<file path="config.mk">
export PLATFORM = sky130hd
export DESIGN_NAME = macro_op_sequencer
export DESIGN_NICKNAME = d
export VERILOG_FILES = /design/src/rtl/macro_op_sequencer.sv
export SDC_FILE = /design/constraint.sdc
export NUM_CORES = 1
export LEC_CHECK = 0
export ABC_AREA = 0
export CAP_MARGIN = 20
export CORE_UTILIZATION = 40
export DETAILED_ROUTE_END_ITERATION = 10
export PLACE_DENSITY = 0.79
export SYNTH_ARGS = -nofsm -noshare
export SYNTH_HDL_FRONTEND = slang
export SYNTH_SLANG_ARGS = --single-unit
</file>
<file path="constraint.sdc">
create_clock -name clk -period 4.6 [get_ports clk]
set_clock_uncertainty 0.2 [all_clocks]
set_input_delay 0.69 -clock clk [delete_from_list [all_inputs] [get_ports clk]]
set_output_delay 0.69 -clock clk [all_outputs]
set_load 0.005 [all_outputs]
</file>
<file path="src/rtl/macro_op_sequencer.sv">
// Expands CALL/RET/RTI/interrupt macro-ops into STEPS consecutive micro-opcodes for the control unit.
// Registered outputs, one cycle from accept; fetch_stall holds fetch while expanding or when downstream is not ready.
module macro_op_sequencer #(
  parameter int             OPW     = 5,
  parameter int             STEPS   = 2,
  parameter logic [OPW-1:0] CALL_OP = 5'b11000,
  parameter logic [OPW-1:0] RET_OP  = 5'b11010,
  parameter logic [OPW-1:0] RTI_OP  = 5'b11100,
  parameter logic [OPW-1:0] INT_OP  = 5'b11110
) (
  input  logic           clk,
  input  logic           rst_n,
  input  logic           instr_valid,
  input  logic [OPW-1:0] instr_op,
  input  logic           intr_req,
  input  logic           flush,
  input  logic           ctrl_ready,
  output logic [OPW-1:0] op_out,
  output logic           op_valid,
  output logic           fetch_stall,
  output logic           intr_ack,
  output logic           busy
);

  localparam int            SW   = (STEPS > 1) ? $clog2(STEPS) : 1;
  localparam logic [SW-1:0] LAST = SW'(STEPS - 1);

  typedef enum logic {PASS = 1'b0, MULTI = 1'b1} state_t;

  state_t         state, state_nx;
  logic [SW-1:0]  step, step_nx;
  logic [OPW-1:0] base, base_nx;
  logic           intr_pend, intr_pend_nx;
  logic [OPW-1:0] op_nx;
  logic           vld_nx, ack_nx, busy_nx;
  logic           accept, is_multi;

  assign fetch_stall = ~ctrl_ready | (state == MULTI) | intr_pend;
  assign accept      = instr_valid & ~fetch_stall;
  assign is_multi    = (instr_op == CALL_OP) || (instr_op == RET_OP) || (instr_op == RTI_OP);

  always_ff @(posedge clk or negedge rst_n) begin
    if (!rst_n) begin
      state     <= PASS;
      step      <= '0;
      base      <= '0;
      intr_pend <= 1'b0;
      op_out    <= '0;
      op_valid  <= 1'b0;
      intr_ack  <= 1'b0;
      busy      <= 1'b0;
    end else begin
      state     <= state_nx;
      step      <= step_nx;
      base      <= base_nx;
      intr_pend <= intr_pend_nx;
      op_out    <= op_nx;
      op_valid  <= vld_nx;
      intr_ack  <= ack_nx;
      busy      <= busy_nx;
    end
  end

  // Priority: flush > pending sequence step > interrupt start > accept > idle.
  always_comb begin
    state_nx     = state;
    step_nx      = step;
    base_nx      = base;
    intr_pend_nx = intr_pend;
    if (ctrl_ready) begin
      if (flush) begin
        state_nx = PASS;
        step_nx  = '0;
      end else if (state == MULTI) begin
        if (step == LAST) begin
          state_nx = PASS;
          step_nx  = '0;
        end else begin
          step_nx = step + 1'b1;
        end
      end else if (intr_pend) begin
        base_nx      = INT_OP;
        intr_pend_nx = 1'b0;
        if (STEPS > 1) begin
          state_nx = MULTI;
          step_nx  = SW'(1);
        end
      end else if (accept && is_multi) begin
        base_nx = instr_op;
        if (STEPS > 1) begin
          state_nx = MULTI;
          step_nx  = SW'(1);
        end
      end
    end
    // A request in the same cycle as the interrupt start re-arms the pending flag.
    if (intr_req) intr_pend_nx = 1'b1;
  end

  always_comb begin
    op_nx   = op_out;
    vld_nx  = op_valid;
    ack_nx  = 1'b0;
    busy_nx = (state_nx == MULTI);
    if (ctrl_ready) begin
      if (flush) begin
        op_nx  = '0;
        vld_nx = 1'b0;
      end else if (state == MULTI) begin
        op_nx  = base + OPW'(step);
        vld_nx = 1'b1;
      end else if (intr_pend) begin
        op_nx  = INT_OP;
        vld_nx = 1'b1;
        ack_nx = 1'b1;
      end else if (accept) begin
        op_nx  = instr_op;
        vld_nx = 1'b1;
      end else begin
        op_nx  = '0;
        vld_nx = 1'b0;
      end
    end
  end

endmodule

</file>
==> impl_metrics.csv <==
group,metric,value,unit
outcome,status,"finished, final reports clean",
placed_design,place_congestion,0.769,
global_route,groute.usage.overall,16.7,%
synthesis,yosysTopAreaCell,"dfrtp_1",
floorplanning,coreArea,1960,µm²
synthesis,syn-cell-area,838,µm²
global_route,antenna_found_initial,0,
critical_path,path_max_fanout,15,
clocking,htree_levels,1,
pwr,power.density,314,nW/µm²
hold_path,worstHoldPathCells,1,
clocking,clk_pin_slew,0.09,ns
pwr,total_power,332,µW
synthesis,async_flop_share,100,%
critical_path,worstSetupPathType,"in -> out",
synthesis,synth_edf_count,0,
critical_path,path_cells,"clkdlybuf4s50_1 > nand2_1 > clkdlybuf4s50_1",
cells_and_area,fin_nets,112,
synthesis,syn-num-nets,94,
critical_path,cpPeakStageDelay,0.75,ns
pwr,p_leak,0.407,nW
cells_and_area,drive_gt1_share,11.2,%
flow_run,cap_violations,0,
cells_and_area,antennaDiodeCount,0,
floorplanning,die_height,47.8,µm
floorplanning,io_pins,20,
critical_path,regToRegSetupSlack,2.85,ns
synthesis,synthFlopType,"dfrtp_1",
timing,setup_viol,0,
hold_path,hold_start,"base[0]$_DFFE_PN0P_",
timing,relSlewSlack,56.3,%
critical_path,cp.arrival,1.99,ns
critical_path,path_buf_inv,2,
critical_path,rr_startpoint,"step$_DFFE_PN0P_",
global_route,grt_pass1_wl,2700,µm
floorplanning,start_util,42.7,%
timing,finalHoldViolations,0,
drt,viasPerCell,5.43,
synthesis,synth_top_cell_area_share,44.8,%
drt,drc,0,
clocking,cts_tree,"yes",
timing,worst_pin_slew,0.654,ns
drt,post_drt_wl_per_cell,14.0,µm
critical_path,worst-path-stages,3,
drt,wirelength,1750,µm
pwr,p_clk_share,22.6,%
cells_and_area,layout.cells.non_filler,125,
clocking,cts_root_buf,"clkbuf_4",
timing,drv_slew,0,
floorplanning,dieWidth,47.8,µm
synthesis,yosysWarningCount,0,
global_route,grt_max_degree,16,
critical_path,slowest_stage,"clkdlybuf4s50_1",
critical_path,reg2reg_depth,5,
synthesis,yosys_register_bits,15,
floorplanning,num_rows,16,
synthesis,yosys.cell_types.count,38,
pwr,comb_power_share,24.3,%
synthesis,synth.top_cells.by_area,"dfrtp_1 45%, o32ai_1 3.1%, ha_1 3.0%, nor4b_4 2.8%, a21boi_0 2.7%",
cells_and_area,syn_to_final_growth,26.4,%
critical_path,critPathMostFrequentCell,"clkdlybuf4s50_1",
synthesis,seq_area_frac_synth,44.8,%
critical_path,crit_family,"buffers and inverters",
hold_path,hold_end,"base[0]$_DFFE_PN0P_",
timing,grt_setup_unrepaired,"no",
drt,drtIter0Drc,20,
clocking,cts_sinks,15,
timing,period_share,62.5,%
pwr,switching_power,101,µW
synthesis,avgSynthCellArea,10.3,µm²
placed_design,io_buffers,19,
cells_and_area,final_core_util,54.0,%
clocking,cts_max_path_buffers,2,
pwr,internal_power,231,µW
critical_path,critPathLaunchType,"input port",
timing,timing.fmax,0.348,GHz
floorplanning,die-area,2280,µm²
drt,first_pass_iters,4,
placed_design,place_inst,121,
synthesis,synthTopCellsByCount,"15 x dfrtp_1, 6 x nor2_1, 5 x inv_1",
clocking,postCtsSetupBuffers,0,
timing,setup_tns,0,ns
drt,ant_nets,0,
synthesis,post_synth_inst_count,81,
critical_path,cp_data_required_time,3.71,ns
clocking,cts_buffers,3,
clocking,clk_latency,0.28,ns
pwr,peakVddDrop,0.000173,V
pwr,seq_power_share,53.1,%
critical_path,rr_endpoint,"op_out[4]$_DFFE_PN0P_",
global_route,grt_pass1_vias,597,
clocking,cts_hold_buf,0,
critical_path,worstSetupEndpointType,"output port",
placed_design,dp_hpwl,1290,µm
hold_path,hold_class,"reg -> reg",
timing,period_minus_slack,2.88,ns
clocking,cts_resized,0,
synthesis,yosysMostFrequentCell,"dfrtp_1",
global_route,grt_overflow,0,
drt,dr_total_vias,679,
pwr,swShare,30.5,%
-- final cells by class --
cell class	count	area, µm²
multi-input combinational	55	414
sequential	15	375
clock inverter	1	5.00
timing repair buffer	19	190
clock buffer	3	22.5
tap	27	33.8
inverter	5	18.8
fill	193	902
-- power by group through the flow --
stage | Clock (mW) | Sequential (mW) | Combinational (mW)
after detailed placement | 0 | 0.179 | 0.0809
final | 0.0751 | 0.177 | 0.0806
after global routing | 0.0827 | 0.180 | 0.0902
after global placement | 0 | 0.178 | 0.0789
after floorplan | 0 | 0.166 | 0.0546
after CTS | 0.0777 | 0.177 | 0.0816
-- through the flow --
| stage | setup WS, ns | hold WS [ns] | instance area [µm²] |
|---|---|---|---|
| finish | 1.72 | 0.308 | 1060 |
| detailed placement | 1.73 | 0.289 | 1030 |
| global route | 1.63 | 0.324 | 1060 |
| global placement | 1.75 | 0.288 | 1030 |
| CTS | 1.72 | 0.312 | 1060 |
| floorplan | 2.68 | 0.194 | 838 |
-- metal layers --
layer	track usage, %	routed length [µm]
met5	0	0
met4	5.00	9
met3	2.26	63
met2	26.2	816
met1	23.9	861
-- cells in the final DEF, fill, tap and decap left out, drive strengths merged, types with 2 or more instances in the layout --
master         synthesis  layout
a211oi                 3       3
a21boi                 3       3
a311oi                 2       2
a31o                   2       2
and2                   2       2
and3                   2       2
clkbuf                 2       3
clkdlybuf4s50          0      19
dfrtp                 15      15
ha                     2       2
inv                    5       5
nand2                  3       3
nand2b                 2       2
nand4                  2       2
nor2                   6       6
nor2b                  2       2
nor3                   3       3
o21bai                 2       2
o32ai                  3       3
-- registers in the layout (all words and copies together) (netlist names) --
| register | flops |
|---|---|
| op_out | 5 |
| op_valid | 1 |
| intr_pend | 1 |
| intr_ack | 1 |
| state | 1 |
| base | 5 |
| step | 1 |
-- kinds of logic after synthesis --
| kind of cell | count (synthesis) | synth area share [%] |
|---|---|---|
| AND/OR/NAND/NOR | 27 | 20.3 |
| multiplexers | 1 | 1.34 |
| flip-flops | 15 | 44.8 |
| XOR/XNOR | 1 | 1.04 |
| adder cells (fa/ha/maj) | 2 | 2.98 |
| AO/OA/AOI/OAI | 24 | 23.7 |
| buffers and inverters | 11 | 5.82 |
-- how the worst max path moves through the flow --
| stage | startpoint | end |
|---|---|---|
| global route | ctrl_ready | fetch_stall |
| CTS | ctrl_ready | fetch_stall |
| finish | ctrl_ready | fetch_stall |
| detailed placement | ctrl_ready | fetch_stall |
| global placement | ctrl_ready | fetch_stall |
| floorplan | ctrl_ready | fetch_stall |
No activity file was read; power rests on OpenSTA's default activity.
